[config.mk]
export PLATFORM = sky130hd
export DESIGN_NAME = ex_stage
export DESIGN_NICKNAME = d
export VERILOG_FILES = /design/src/rtl/ex_stage.sv
export SDC_FILE = /design/constraint.sdc
export NUM_CORES = 1
export LEC_CHECK = 0
export BUFFER_PORTS_ARGS = -buffer_cell sky130_fd_sc_hd__buf_2
export CAP_MARGIN = 5
export CORE_UTILIZATION = 40
export CTS_CLUSTER_SIZE = 30
export DETAILED_ROUTE_END_ITERATION = 7
export GPL_ROUTABILITY_DRIVEN = 0
export GPL_TIMING_DRIVEN = 0
export PLACE_DENSITY = 0.73
export SLEW_MARGIN = 10
export SYNTH_ARGS = -nofsm -noshare
export SYNTH_HDL_FRONTEND = slang
export SYNTH_SLANG_ARGS = --single-unit
[constraint.sdc]
create_clock -name clk -period 10.5 [get_ports clk]
set_input_delay 2.1 -clock clk [delete_from_list [all_inputs] [get_ports clk]]
set_output_delay 2.1 -clock clk [all_outputs]
set_load 0.005 [all_outputs]
[src/rtl/ex_stage.sv]
// Execute stage: operand forwarding, ALU with registered carry/zero flags,
// and the EX/MEM pipeline register (PR3_*) with stall/flush control.
module ex_stage #(
  parameter int WORD_LEN        = 8,
  parameter int INSTRUCTION_LEN = 19
) (
  input  logic                       clk,
  input  logic                       rst,
  input  logic                       stall,
  input  logic                       flush,
  input  logic [INSTRUCTION_LEN-1:0] PR2_instruction,
  input  logic [WORD_LEN-1:0]        PR2_RF_out1,
  input  logic [WORD_LEN-1:0]        PR2_RF_out2,
  input  logic [2:0]                 PR2_RF_r2,
  input  logic [3:0]                 PR2_ALU_op,
  input  logic                       PR2_sel_ALU_src_reg2,
  input  logic                       PR2_sel_ALU_src_const,
  input  logic                       PR2_sel_ALU_src_shift_count,
  input  logic                       PR2_sel_Cin_alu,
  input  logic                       PR2_MEM_write,
  input  logic                       PR2_MEM_read,
  input  logic                       PR2_sel_RF_write_src_ALU,
  input  logic                       PR2_sel_RF_write_src_MEM,
  input  logic                       PR2_RF_write_en,
  input  logic [WORD_LEN-1:0]        WB_data,
  input  logic [2:0]                 WB_rd,
  input  logic                       WB_write_en,
  output logic [WORD_LEN-1:0]        PR3_ALU_result,
  output logic [WORD_LEN-1:0]        PR3_store_data,
  output logic [2:0]                 PR3_rd,
  output logic                       PR3_MEM_write,
  output logic                       PR3_MEM_read,
  output logic                       PR3_sel_RF_write_src_ALU,
  output logic                       PR3_sel_RF_write_src_MEM,
  output logic                       PR3_RF_write_en,
  output logic                       C_flag,
  output logic                       Z_flag
);

  localparam int W = WORD_LEN;

  typedef enum logic [3:0] {
    OP_ADD  = 4'd0,
    OP_SUB  = 4'd1,
    OP_AND  = 4'd2,
    OP_OR   = 4'd3,
    OP_XOR  = 4'd4,
    OP_SHL  = 4'd5,
    OP_SHR  = 4'd6,
    OP_ROL  = 4'd7,
    OP_ROR  = 4'd8,
    OP_PASS = 4'd9
  } alu_op_t;

  alu_op_t    op;
  logic [2:0] rd, rs, shamt, amt;
  logic [7:0] imm;
  logic [W-1:0] op_a, fwd2, op_b, result;
  logic [W:0]   wide;
  logic [2*W-1:0] dbl;
  logic         cin, c_next, c_upd, z_upd;
  logic         unused_instr;

  assign op           = alu_op_t'(PR2_ALU_op);
  assign rd           = PR2_instruction[13:11];
  assign rs           = PR2_instruction[10:8];
  assign imm          = PR2_instruction[7:0];
  assign shamt        = PR2_instruction[2:0];
  assign unused_instr = ^PR2_instruction[INSTRUCTION_LEN-1:14];

  // A load in EX/MEM has no data yet, so it must not be forwarded.
  always_comb begin
    if (PR3_RF_write_en && !PR3_MEM_read && PR3_rd == rs)
      op_a = PR3_ALU_result;
    else if (WB_write_en && WB_rd == rs)
      op_a = WB_data;
    else
      op_a = PR2_RF_out1;

    if (PR3_RF_write_en && !PR3_MEM_read && PR3_rd == PR2_RF_r2)
      fwd2 = PR3_ALU_result;
    else if (WB_write_en && WB_rd == PR2_RF_r2)
      fwd2 = WB_data;
    else
      fwd2 = PR2_RF_out2;

    if (PR2_sel_ALU_src_const)
      op_b = W'(imm);
    else if (PR2_sel_ALU_src_shift_count)
      op_b = W'(shamt);
    else if (PR2_sel_ALU_src_reg2)
      op_b = fwd2;
    else
      op_b = '0;
  end

  always_comb begin
    result = '0;
    wide   = '0;
    dbl    = '0;
    c_next = C_flag;
    c_upd  = 1'b0;
    z_upd  = 1'b1;
    amt    = op_b[2:0];
    cin    = PR2_sel_Cin_alu & C_flag;
    case (op)
      OP_ADD: begin
        {c_next, result} = {1'b0, op_a} + {1'b0, op_b} + (W+1)'(cin);
        c_upd = 1'b1;
      end
      OP_SUB: begin
        {c_next, result} = {1'b0, op_a} - {1'b0, op_b} - (W+1)'(cin);
        c_upd = 1'b1;
      end
      OP_AND:  result = op_a & op_b;
      OP_OR:   result = op_a | op_b;
      OP_XOR:  result = op_a ^ op_b;
      // Extra bit beside the word catches the last bit shifted out.
      OP_SHL: begin
        wide   = {1'b0, op_a} << amt;
        result = wide[W-1:0];
        c_next = wide[W];
        c_upd  = (amt != 3'd0);
      end
      OP_SHR: begin
        wide   = {op_a, 1'b0} >> amt;
        result = wide[W:1];
        c_next = wide[0];
        c_upd  = (amt != 3'd0);
      end
      OP_ROL: begin
        dbl    = {op_a, op_a} << amt;
        result = dbl[2*W-1:W];
      end
      OP_ROR: begin
        dbl    = {op_a, op_a} >> amt;
        result = dbl[W-1:0];
      end
      OP_PASS: result = op_b;
      default: begin
        result = '0;
        z_upd  = 1'b0;
      end
    endcase
  end

  always_ff @(posedge clk) begin
    if (!rst) begin
      PR3_ALU_result           <= '0;
      PR3_store_data           <= '0;
      PR3_rd                   <= '0;
      PR3_MEM_write            <= 1'b0;
      PR3_MEM_read             <= 1'b0;
      PR3_sel_RF_write_src_ALU <= 1'b0;
      PR3_sel_RF_write_src_MEM <= 1'b0;
      PR3_RF_write_en          <= 1'b0;
      C_flag                   <= 1'b0;
      Z_flag                   <= 1'b0;
    end else if (flush) begin
      PR3_ALU_result           <= '0;
      PR3_store_data           <= '0;
      PR3_rd                   <= '0;
      PR3_MEM_write            <= 1'b0;
      PR3_MEM_read             <= 1'b0;
      PR3_sel_RF_write_src_ALU <= 1'b0;
      PR3_sel_RF_write_src_MEM <= 1'b0;
      PR3_RF_write_en          <= 1'b0;
    end else if (!stall) begin
      PR3_ALU_result           <= result;
      PR3_store_data           <= fwd2;
      PR3_rd                   <= rd;
      PR3_MEM_write            <= PR2_MEM_write;
      PR3_MEM_read             <= PR2_MEM_read;
      PR3_sel_RF_write_src_ALU <= PR2_sel_RF_write_src_ALU;
      PR3_sel_RF_write_src_MEM <= PR2_sel_RF_write_src_MEM;
      PR3_RF_write_en          <= PR2_RF_write_en;
      if (PR2_RF_write_en) begin
        if (c_upd) C_flag <= c_next;
        if (z_upd) Z_flag <= (result == '0);
      end
    end
  end

endmodule

Word level (Yosys, flattened, before mapping) --
Index checks and enable logic that the tools add are counted.
Storage, ports and cells: register bits after elaboration 26, word-level logic and storage cells 65, output and inout bits 26
Cells by class: shift-type cells 4, reduce and logical (&&, ||, !) cells 16, $add $sub $neg 4, equality and inequality tests 13, bitwise gates (word level) 7, multiplexer cells 11
Operators with widths (number):
- one-hot mux 8 bit (10 select lines) | 1
- 2-to-1 mux 8 bit | 7
- equality test 4 x 3 -> 1 bit, second input constant | 4
- left shift 16 x 3 -> 16 bit | 1
- >> shifter 16 x 3 -> 8 bit | 1
- equality test 3 bit | 4
- OR reduction 10 bit | 1
- adder 8 x 8 -> 9 bit | 1
- adder 9 x 1 -> 9 bit | 1
- left shift 8 x 3 -> 9 bit | 1
- >> shifter 9 x 3 -> 9 bit | 1
- subtractor 8 x 8 -> 9 bit | 1
- subtractor 9 x 1 -> 9 bit | 1
- bitwise AND 8 bit | 1
- equality test 4 x 2 -> 1 bit, second input constant | 2
- equality test 4 bit, second input constant | 2
- zero test 8 bit | 1
- OR 8 bit | 1
- bitwise XOR 8 bit | 1
- OR reduction 2 bit | 3
- logical AND 1 bit | 5
- AND reduction 5 bit | 1
- equality test 4 x 1 -> 1 bit, second input constant | 1
- zero test 4 bit | 1
- other kinds (9) | 11

Depth between registers and ports, before layout --
Gate-level depths: netlist (run 1).
depth in word-level cells 11, depth in mapped cells 21, depth with buffers taken out 19

Worst setup path before layout (run 1) --
Ideal clock, no wire load.
kind in2reg, start point input port PR2_RF_r2[2], end point register Z_flag, required time 10.416 ns, path slack 4.026 ns, arrival 6.390 ns, stages on the path 19, path buffers 3, cells stage by stage xor2_1 or4b_1 buf_2 a211o_1 a31o_1 buf_6 buf_2 fa_1 fa_1 nand2_1 a21o_1 a21oi_1 nand4b_1 o41ai_1 a311oi_1 o211ai_1 a211o_1 or4b_1 o31ai_2
On the way: longest elaborated chain between the ends 11, elaborated cells on any way between the ends 22, those cells by class add/sub (4); eq/ne (2); shift (4); mux (6); bitwise (3); reduce/logical (3)
RTL lines:
- start: declaration | line 14 | input logic [2:0] PR2_RF_r2,
- equality test 3 bit | line 82 | else if (WB_write_en && WB_rd == PR2_RF_r2)
- logical AND 1 bit | line 82
- 2-to-1 mux 8 bit | line 82
- 2-to-1 mux 8 bit * | line 80 | if (PR3_RF_write_en && !PR3_MEM_read && PR3_rd == PR2_RF_r2)
- 2-to-1 mux 8 bit * | line 91 | else if (PR2_sel_ALU_src_reg2)
- 2-to-1 mux 8 bit * | line 89 | else if (PR2_sel_ALU_src_shift_count)
- 2-to-1 mux 8 bit * | line 87 | if (PR2_sel_ALU_src_const)
- subtractor 8 x 8 -> 9 bit or adder 8 x 8 -> 9 bit (tied branches) | line 112, 108
- subtractor 9 x 1 -> 9 bit or adder 9 x 1 -> 9 bit (tied branches) | line 112, 108
- one-hot mux 8 bit (10 select lines) * | line 106 | case (op)
- zero test 8 bit * | line 179 | if (z_upd) Z_flag <= (result == '0);
- end signal: assignment | line 179
- end: declaration | line 37 | output logic Z_flag
Every way passes the cells marked *; elsewhere a longest branch is shown, timed or not. A chain may end at the register's enable or synchronous reset.

Final worst setup path (run 1) --
Ends and elaborated chain as after synthesis.

==> impl_summary.md, run 1 <==
Status
The flow ran to the end, and the final reports show no timing, DRC or antenna violations.

Clock network
TritonCTS built the clock tree. At the later pin of the worst-skew pair, clock insertion delay measures 0.27 ns. The clock net in this run drives a total of 26 sinks. Gates resized during post-CTS repair numbered 0. The H-tree depth is 1. The total CTS buffers is 3.

The number of hold-repair buffers added at the cts stage is 0. The clock-pin transition on the worst setup and hold timing paths is approximately 0.10 ns. The cell at the root of the clock tree is clkbuf_8. The post-CTS setup buffer count is 0. The maximum buffer depth of the clock tree is 2.

Placed design
The sum of net half-perimeters after detailed placement is roughly 12000 µm. The number of port buffers is between 80 and 90. The cell area after placement is approximately 4500 µm².

Floorplan
The width of the die is slightly above 100 µm. For this configuration, the core starts out at a cell density of 0.417. The number of placed I/O pins is 93. The region available for standard cell placement spans between 9000 and 10000 µm². The die boundary height is 101 µm. After floorplanning, the core was divided into 35 placement rows.

The die area is 10200 µm².

STA
The number of slew-limit violations in the final report is 0. The smallest clock period supported by the final layout is computed as 7.19 ns. The worst clock skew on the final layout is roughly 0.0028 ns. The tightest slew margin relative to the limit is 0.282.

Adding up every negative setup slack in the final design gives 0 ns. Setup repair after global routing left no endpoint under its margin. The transition time of the tightest slew-check pin is about 1.1 ns.

The fraction of the cycle the final worst path needs is 0.685. The number of hold-slack violations in the final timing report is 0. Setup violations remaining at the end of the flow were counted as 0. Timing would allow up to 0.139 GHz.

Synth
The number of synthesis warnings is 0. The number of unique standard cell types used by synthesis is 68. Among all flip-flop cells after synthesis, the most frequent one is dfxtp_1. The number of enable flip-flop cells after synthesis is 0.

The fraction of registers with async set/reset is 0. The mean instance size in the synthesized netlist is 7.04 µm². The post-synthesis instance total is between 500 and 600.

The proportion of synthesized chip area in sequential cells is 0.133. The net count of the mapped netlist is between 600 and 700. Synthesis inferred 26 register bits. In this run the cell area of the synthesized design comes to 3910 µm².

Critical path
The startpoint-to-endpoint class of the critical path is in -> reg. In this run the worst path has a maximum fanout of 11. The required time at the endpoint of the critical path is around 11 ns. The nature of the critical path startpoint is a primary input. For the worst setup path, the data arrival time is around 7.4 ns.

The internal reg-to-reg setup slack is 4.76 ns. The nature of the critical path endpoint is a register.

Route
In this run the remaining antenna-violating nets after routing total 0. The detailed-route DRC error count is 0. Across all layers, the routed design uses 4860 vias. The via density per instance is around 6.3.

The count of routing violations after the opening detailed-route iteration is 780. For this run, the detailed router's first-pass iteration total came to 7. The routed length per instance is roughly 19 µm. The final wirelength is 14600 µm.

Layout
The layout overhead on the synthesized area is 17.0%. The commonest non-fill, non-tap cell in the layout is buf_2. The finished cells cover roughly 4600 µm².

Of the cells placed in the final design, the portion with a size suffix greater than 1 is 0.163. At the end of the flow, the number of nets in the layout was ~750. Measured on the finished design, the core utilization comes to 0.488. The top cell types in the final layout, fill and taps aside, are buf_2, nand2_1, nor2_1, a21oi_1, mux2i_1.

The total inserted antenna cells is 0.

Power and ir drop
The power density of the placed cells is approximately 90 nW/µm². Across the VDD grid, the largest voltage drop is 95.0 µV. Summed over all cells, the static leakage comes to 0.00202 µW.

Global routing
The via count of the first global-routing pass is approximately 4.5k. The initial antenna violation count is 0. The global-route usage over all layers is 0.284.

The largest net degree at the start of global routing is 16. The first-pass GRT wire length is about 23000 µm. Global routing finished with a remaining overflow of 0.

Run
Max-cap violations in this run came to 0.

Hold path
The class of the tightest hold or removal check is reg -> reg.
[critical path: stages]
cell and delay, ns:
buf_2 0.12, xor2_1 0.19, or4b_1 0.51, buf_2 0.20, a211o_1 0.34, a32o_1 0.26, clkbuf_1 0.21, clkbuf_1 0.28
clkbuf_1 0.36, ha_1 0.32, inv_1 0.05, ha_1 0.27, a21o_1 0.20, xor2_1 0.15, a221oi_1 0.29, o21ai_0 0.23
a311oi_1 0.28, nand4_1 0.22, or4_1 0.58, o31ai_2 0.21
[layer usage]
| layer | wire, µm | GRT usage | up-vias |
|---|---|---|---|
| met2 | 6390 | 0.472 | 384 |
| met3 | 1710 | 0.0326 | 67 |
| met1 | 5860 | 0.370 | 2196 |
| met5 | 0 | 0 | - |
| li1 | - | - | 2213 |
| met4 | 646 | 0.120 | 0 |
[state kept, by name (all words and copies together) (netlist names)]
name / count
C_flag: 1
PR3_sel_RF_write_src_MEM: 1
Z_flag: 1
PR3_MEM_read: 1
PR3_ALU_result: 8
PR3_sel_RF_write_src_ALU: 1
PR3_rd: 3
PR3_store_data: 8
PR3_MEM_write: 1
PR3_RF_write_en: 1
[synthesized netlist by cell type (all sizes together), types with 4 or more instances]
| cell type | n | area, µm² |
|---|---|---|
| o21ai | 30 | 150 |
| nand3 | 13 | 65.1 |
| a211oi | 7 | 52.6 |
| a31oi | 10 | 62.6 |
| and2 | 5 | 31.3 |
| nand2 | 68 | 255 |
| nor4 | 8 | 56.3 |
| a22oi | 6 | 45.0 |
| nand3b | 4 | 30.0 |
| o31ai | 5 | 42.5 |
| nand2b | 6 | 37.5 |
| xor2 | 5 | 43.8 |
| a311oi | 4 | 35.0 |
| o221ai | 5 | 43.8 |
| xnor2 | 17 | 149 |
| inv | 30 | 115 |
| o22ai | 11 | 68.8 |
| nor2b | 8 | 50.1 |
| nor3 | 12 | 60.1 |
| mux2i | 40 | 417 |
| a21oi | 39 | 195 |
| nand4 | 5 | 31.3 |
| fa | 4 | 80.1 |
| a211o | 4 | 35.0 |
| o21a | 4 | 30.0 |
| buf | 8 | 43.8 |
| dfxtp | 26 | 521 |
| ha | 29 | 363 |
| nor2 | 60 | 225 |
| a221oi | 6 | 52.6 |
| clkbuf | 24 | 90.1 |
[where the power goes]
part | internal [µW] | switching, µW
sequential | 102 | 3.84
combinational | 84.9 | 141
clock | 51.0 | 33.6
[path summary, 6_finish.rpt]
check | startpoint | end | depth (start not counted)
max | PR2_RF_r2[2] | Z_flag$_SDFFE_PN0P_ | 20
min | PR3_store_data[0]$_SDFFE_PP0N_ | PR3_store_data[0]$_SDFFE_PP0N_ | 2
max reg2reg | PR3_RF_write_en$_SDFFE_PP0N_ | Z_flag$_SDFFE_PN0P_ | 19
min reg2reg | PR3_store_data[0]$_SDFFE_PP0N_ | PR3_store_data[0]$_SDFFE_PP0N_ | 2
[area by class of cell]
| cell class | instances | area (µm²) |
|---|---|---|
| Multi-Input combinational cell | 465 | 3130 |
| Fill cell | 967 | 4800 |
| Clock inverter | 1 | 30.0 |
| Buffer | 32 | 134 |
| Inverter | 32 | 123 |
| Tap cell | 129 | 161 |
| Sequential cell | 26 | 520 |
| Clock buffer | 3 | 41.3 |
| Timing Repair Buffer | 86 | 430 |
[metrics by stage]
stage                     cells  setup slack, ns  hold slack, ns  total power [µW]
after floorplan             555             4.03           0.457               258
after global placement      770             3.21           0.458               320
after detailed placement    770             3.20           0.450               324
after CTS                   774             3.48           0.472               407
after global routing        774             3.06           0.502               438
final                       774             3.31           0.470               417
[cell families after synthesis]
| logic type | count (synthesis) | synth area share |
|---|---|---|
| xor gates and xnor gates | 22 | 0.0493 |
| AOI/OAI and AO/OA | 161 | 0.275 |
| buffers and inverters | 64 | 0.0657 |
| DFF | 26 | 0.133 |
| and+or+nand+nor | 208 | 0.253 |
| muxes | 41 | 0.110 |
| adders and majority gates | 33 | 0.113 |
(Power assumes the default switching activity.)
==> run 2, diff against run 1 <==
- PLACE_DENSITY: 0.73 -> 0.76
- clock period: 10.5 -> 6.28 ns (I/O delays scaled with it)
==> run 2 against run 1 <==
Largest power group unchanged. The run now ends with design-rule violations left. Worst setup slack worse by 3.1 ns. Critical path depth unchanged. Power up 67%. Wire length up 0.25%. Combinational power up 67%.
==> impl_summary.md, run 2 (same netlist as run 1, synthesis figures left out) <==
Floorplan
The die boundary height came to 101 µm (unchanged). The cell row count is 35 (unchanged). The core area came to 9370 µm² (unchanged).

The width of the die is 101 µm (unchanged). The die area was 10200 µm² (unchanged). The number of placed I/O pins was 93 (unchanged). The effective utilization at floorplan was 0.417 (unchanged).

Critical path
For this design, the slowest cell found on the critical path is or4b_1. The endpoint arrival time on the critical path is 6.23 ns (-1.16 ns). The cell family contributing the most delay on the critical path is compound AO/OA/AOI/OAI gates. The nature of the critical path endpoint is a register. STA classifies the critical path startpoint as a primary input. The internal reg-to-reg setup slack came to 0.94 ns (-3.82 ns). The required time at the endpoint of the critical path is 6.48 ns (-4.22 ns). The highest fanout seen on the critical path is 11 (unchanged). The delay of the slowest critical-path stage is 0.54 ns (-0.04 ns). The total buffers and inverters traversed by the critical path came to 4 (-2). The critical path is of the in -> reg type. The signal on the critical path passes through buf_2 -> xor2_1 -> or4b_1 -> clkbuf_4 -> a211o_1 -> a31o_1 -> buf_6 -> buf_2 -> fa_2 -> fa_1 -> nand2_1 -> a21o_1 -> a21oi_2 -> nand4b_1 -> o41ai_1 -> a311oi_1 -> o211ai_1 -> a211o_1 -> or4b_1 -> o31ai_2.

Global routing
The largest net degree at the start of global routing is 16 (unchanged). The sum of overflow across all layers after global routing came to 0 (unchanged). The via count of the first global-routing pass is 4626 (+2.3%).

The first-pass GRT wire length was 22900 µm (+1.1%). The global-route usage over all layers is 0.286 (+0.00265). The initial antenna violation count was 0 (unchanged).

Route
The total vias in the final route is 4851 (-0.19%). The number of nets with antenna violations after detailed routing was 0 (unchanged). The count of routing violations after the opening detailed-route iteration is 682 (-13%). The number of search-and-repair iterations in the first detailed-routing pass is 8 (+1). The via density per instance was 6.28 (about the same). The routed length per instance was 19.0 µm (+0.51%). The detailed-route DRC error count is 1 (+1). The final wirelength is 14600 µm (+0.25%).

STA
The worst clock skew on the final layout is 0.00141 ns (-0.00143 ns). The number of slew-limit violations in the final report was 0 (unchanged). The count of endpoints failing setup in the final report was 0 (unchanged).

The number of hold-slack violations in the final timing report was 0 (unchanged). The minimum period implied by the final worst setup slack is slightly above 6 ns. The transition time of the tightest slew-check pin came to 1.11 ns (+0.0423 ns). The final hold slack is 0.473 ns (+0.00320 ns). The fmax is ~0.17 GHz. Dividing the final minimum period by the clock period gives 0.961. The tightest slew margin relative to the limit came to 0.246 (-0.0353). The final setup TNS is 0 ns (unchanged). Setup repair after global routing left no endpoint under its margin.

Layout
Leaving out fill and tap cells, the most frequent cell in the layout is buf_2. The final-layout fill cell count is 917 (-5.2%). The final core utilization was 0.488 (about the same). The largest registers in the layout are PR3_ALU_result (8), PR3_store_data (8), PR3_rd (3). The layout overhead on the synthesized area is 17.1% (about the same). In the layout the commonest cells are buf_2, nand2_1, nor2_1, a21oi_1, mux2i_1. The net total in the final layout was 744 (-0.27%). The total inserted antenna cells is 0 (unchanged). The final standard cell count with taps included and fillers excluded was 772 (-0.26%). The fraction of layout instances using a drive strength above 1 is 0.170 (+0.00673).

Run
The number of max-cap violations is 0 (unchanged).

Power and ir drop
The worst ir drop on vdd is 159 µV (+67%). The power density of the placed cells is 152 nW/µm² (+67%). The leakage power of the design is 0.00202 µW (+0.22%).

Hold path
In this run the worst hold path is classified as reg -> reg.

Clock network
The number of hold-repair buffers added at the cts stage is 0 (unchanged). The clock tree from TritonCTS is done. The H-tree depth was 1 (unchanged). The maximum buffer depth of the clock tree is 2 (unchanged). The clock-pin transition on the worst setup and hold timing paths came to 0.09 ns (about the same). The clock insertion delay at the later pin of the skew report is 0.27 ns (about the same). The sink count of the clock tree is 26 (unchanged). The tree is rooted in a clkbuf_8. The total CTS buffers was 3 (unchanged).

Placed design
The sum of net half-perimeters after detailed placement is 11700 µm (+1.3%). The total instance count after detailed placement is 770 (unchanged). The number of port buffers is 86 (unchanged).

Status
The run finished, with violations left. The final reports fail on design-rule violations.
## run 2: final timing paths
kind,start,end,cells after the start
worst max-delay path,PR2_RF_r2[2],Z_flag$_SDFFE_PN0P_,20
worst min-delay path,PR3_store_data[1]$_SDFFE_PP0N_,PR3_store_data[1]$_SDFFE_PP0N_,2
worst max register to register,PR3_RF_write_en$_SDFFE_PP0N_,Z_flag$_SDFFE_PN0P_,16
worst min register to register,PR3_store_data[1]$_SDFFE_PP0N_,PR3_store_data[1]$_SDFFE_PP0N_,2
## run 2: per-stage QoR
step	area (µm²)	setup WS (ns)	power, µW
final	4570	0.246	695
after global routing	4570	0.0204	730
after CTS	4570	0.0737	680
after detailed placement	4500	-0.196	540
after global placement	4500	-0.151	532
after floorplan	3910	0.650	431
## run 2: worst reg2reg max path, cell delays in order (launching register included)
cell and delay, ns:
dfxtp_1 0.38, nor2b_1 0.29, nand4_1 0.27, clkbuf_1 0.31, a31oi_1 0.68, inv_1 0.28, fa_1 0.47, inv_1 0.11
fa_1 0.42, mux2i_1 0.13, o22ai_1 0.10, a221oi_1 0.47, o41ai_1 0.18, a211oi_1 0.27, nand3_1 0.17, or4_1 0.53
o31ai_2 0.21
## run 2: where the power goes
part	switching [µW]	internal, µW	total (µW)
sequential	6.62	171	177
clock	55.6	85.4	141
combinational	234	142	377
## run 2: repair_timing
item | in CTS | in global routing
buffers inserted | 0 | 0
endpoints found under the setup margin | 0 | 2
gates resized for setup | 0 | 9
## run 2: cell type report
class | instances | area, µm² | share of cell area
Buffer | 30 | 131 | 0.0287
Clock buffer | 3 | 41.3 | 0.00903
Clock inverter | 1 | 30.0 | 0.00657
Inverter | 32 | 123 | 0.0268
Multi-Input combinational cell | 465 | 3140 | 0.686
Sequential cell | 26 | 520 | 0.114
Tap cell | 129 | 161 | 0.0353
Timing Repair Buffer | 86 | 430 | 0.0941
## run 2: routing by layer
layer | vias up | global-route usage | routed length [µm]
li1 | 2212 | - | -
met1 | 2132 | 0.364 | 5670
met2 | 415 | 0.466 | 6420
met3 | 92 | 0.0444 | 1790
met4 | 0 | 0.151 | 746
met5 | - | 0 | 0
==> run 3, diff against run 2 <==
--- a/config.mk
+++ b/config.mk
@@ -7,5 +7,4 @@
 export LEC_CHECK = 0
 export BUFFER_PORTS_ARGS = -buffer_cell sky130_fd_sc_hd__buf_2
-export CAP_MARGIN = 5
 export CORE_UTILIZATION = 40
 export CTS_CLUSTER_SIZE = 30
==> constraint.sdc (replaced) <==
create_clock -name clk -period 6.28 [get_ports clk]
set_input_delay 0.628 -clock clk [delete_from_list [all_inputs] [get_ports clk]]
set_output_delay 0.628 -clock clk [all_outputs]
set_load 0.005 [all_outputs]
==> run 3 against run 2 <==
The run now ends clean. Die area unchanged. Worst setup slack better by 0.32 ns. Sequential cell count unchanged. Fmax up 5.6%. Power about the same. Non-clock buffer count up 2. Register-to-register slack worse by 0.35 ns. First-iteration DRC count up 0.88%. Cell count up 0.26%. Via count up 0.35%. Sequential share of layout area about the same. Critical path type unchanged. Highest routed layer unchanged.
==> impl_summary.md, run 3 (same netlist as run 1, synthesis figures left out) <==
Layout
In the final layout, the registers with the most flip-flops are PR3_ALU_result (8), PR3_store_data (8), PR3_rd (3). The net total in the final layout is 746 (+0.27%). The fraction of layout instances using a drive strength above 1 is 0.163 (-0.00673). The commonest non-fill, non-tap cell in the layout is buf_2. In the layout the commonest cells are buf_2, nand2_1, nor2_1, a21oi_1, mux2i_1. The total inserted antenna cells is 0 (unchanged). The layout overhead on the synthesized area is 17.0% (about the same).

STA
The transition time of the tightest slew-check pin is 1.05 ns (-0.0663 ns). The number of slew-limit violations in the final report is 0 (unchanged). The final setup TNS was 0 ns (unchanged). The worst clock skew on the final layout is 0.00324 ns (+0.00184 ns).

The worst setup margin was 0.565 ns (+0.319 ns). The count of endpoints failing setup in the final report is 0 (unchanged). The number of hold-slack violations in the final timing report was 0 (unchanged).

The fraction of the cycle the final worst path needs is 0.910 (-0.0507). The minimum period implied by the final worst setup slack is 5.72 ns (-0.319 ns). The fmax is 0.175 GHz (+5.6%).

Setup repair after global routing left no endpoint under its margin. The tightest slew margin relative to the limit is 0.291 (+0.0448).

Floorplan
The width of the die is 101 µm (unchanged). The die area is 10200 µm² (unchanged). The number of placed I/O pins is 93 (unchanged). The cell row count is 35 (unchanged). The die boundary height is 101 µm (unchanged).

The effective utilization at floorplan came to 0.417 (unchanged). The core area is 9370 µm² (unchanged).

Route
The via density per instance came to 6.29 (about the same). The number of search-and-repair iterations in the first detailed-routing pass came to 8 (unchanged). The total vias in the final route is 4868 (+0.35%). The number of nets with antenna violations after detailed routing came to 0 (unchanged). The routed length per instance came to 19.0 µm (+0.40%). The count of routing violations after the opening detailed-route iteration was 688 (+0.88%).

The detailed-route DRC error count is 0 (-1). The final wirelength is 14700 µm (+0.66%).

Clock network
The number of hold-repair buffers added at the cts stage was 0 (unchanged). The sink count of the clock tree is 26 (unchanged). Clock tree synthesis selected as its root buffer the cell clkbuf_8. The maximum buffer depth of the clock tree is 2 (unchanged). TritonCTS built the clock tree.

The total CTS buffers is 3 (unchanged). The post-CTS setup buffer count is 0 (unchanged). The H-tree depth is 1 (unchanged). The post-cts sizing count is 0 (unchanged). The clock-pin transition on the worst setup and hold timing paths is 0.09 ns (about the same). The clock insertion delay at the later pin of the skew report came to 0.28 ns (about the same).

Critical path
In this run the critical register-to-register path is launched from PR3_RF_write_en$_SDFFE_PP0N_. The worst setup path is of the in -> reg kind. The worst reg-to-reg path cell count is 19 (+3). The nature of the critical path startpoint is a primary input. The internal reg-to-reg setup slack is 0.59 ns (-0.35 ns). The worst reg2reg path endpoint is Z_flag$_SDFFE_PN0P_. Following the worst setup path forward leads to its endpoint at Z_flag$_SDFFE_PN0P_. The highest fanout seen on the critical path is 11 (unchanged).

The required time at the endpoint of the critical path is 6.48 ns (about the same). The worst setup path is captured at a register. The worst setup path startpoint is PR2_RF_r2[0]. The endpoint arrival time on the critical path was 5.92 ns (-0.31 ns).

Power and ir drop
The leakage power of the design was 0.00202 µW (-0.22%). The power density of the placed cells came to 152 nW/µm² (+0.11%). The worst ir drop on vdd came to 160 µV (+0.60%).

Global routing
The via count of the first global-routing pass is 4626 (unchanged). The initial antenna violation count came to 0 (unchanged). The global-route usage over all layers was 0.286 (unchanged). The sum of overflow across all layers after global routing is 0 (unchanged). The first-pass GRT wire length is 22900 µm (unchanged).

The largest net degree at the start of global routing came to 16 (unchanged).

Run
The number of max-cap violations is 0 (unchanged).

Placed design
The number of port buffers is 86 (unchanged). The pre-CTS setup slack was 0.432 ns (+0.628 ns). The sum of net half-perimeters after detailed placement is 11700 µm (unchanged).

Hold path
The worst hold path belongs to the class reg -> reg.

Status
The flow ran to the end, and the final reports show no timing, DRC or antenna violations.
[run 3: per-stage QoR]
step / cells / instance area, µm² / total power (µW) / util / hold slack, ns
global placement: 770 / 4500 / 532 / 0.480 / 0.455
floorplan: 555 / 3910 / 431 / - / 0.457
detailed placement: 770 / 4500 / 540 / 0.480 / 0.453
global route: 774 / 4570 / 729 / 0.488 / 0.499
CTS: 774 / 4570 / 680 / 0.488 / 0.473
finish: 774 / 4570 / 695 / 0.488 / 0.474
[run 3: area by class of cell]
cell class / count / area (µm²)
clock inverter: 1 / 30.0
tap: 129 / 161
sequential: 26 / 520
buffer: 32 / 134
timing repair buffer: 86 / 430
clock buffer: 3 / 41.3
multi-input combinational: 465 / 3130
inverter: 32 / 123
fill: 911 / 4800
[run 3: power by group]
part / internal [µW] / leakage [µW] / switching (µW)
clock: 85.4 / 0.0000357 / 56.5
combinational: 142 / 0.00177 / 234
sequential: 171 / 0.000211 / 6.75
total: 398 / 0.00202 / 297
[run 3: worst min-delay path by stage]
stage / startpoint / end / slack, ns / cells past startpoint
floorplan: PR3_store_data[0]$_SDFFE_PP0N_ / PR3_store_data[0]$_SDFFE_PP0N_ / 0.46 / 2
global route: PR3_store_data[1]$_SDFFE_PP0N_ / PR3_store_data[1]$_SDFFE_PP0N_ / 0.50 / 2
global placement: PR3_store_data[1]$_SDFFE_PP0N_ / PR3_store_data[1]$_SDFFE_PP0N_ / 0.45 / 2
detailed placement: PR3_store_data[1]$_SDFFE_PP0N_ / PR3_store_data[1]$_SDFFE_PP0N_ / 0.45 / 2
CTS: PR3_store_data[1]$_SDFFE_PP0N_ / PR3_store_data[1]$_SDFFE_PP0N_ / 0.47 / 2
finish: PR3_store_data[1]$_SDFFE_PP0N_ / PR3_store_data[1]$_SDFFE_PP0N_ / 0.47 / 2
[run 3: critical path, stage by stage]
cell      delay, ns
buf_2          0.12
xor2_1         0.34
or4b_1         0.17
buf_2          0.22
a211o_1        0.20
a32o_1         0.18
clkbuf_1       0.34
clkbuf_1       0.39
clkbuf_1       0.51
ha_1           0.26
inv_1          0.05
ha_1           0.34
a21o_1         0.20
a21oi_1        0.30
o41ai_1        0.15
a311oi_1       0.26
o211ai_1       0.20
a211o_1        0.34
or4b_1         0.54
o31ai_2        0.17
[run 3: per-layer routing]
metal	up-vias	GRT usage	part of all wire
li1	2220	-	-
met1	2166	0.364	0.39
met2	395	0.466	0.44
met3	87	0.0444	0.12
met4	0	0.151	0.052
met5	-	0	0
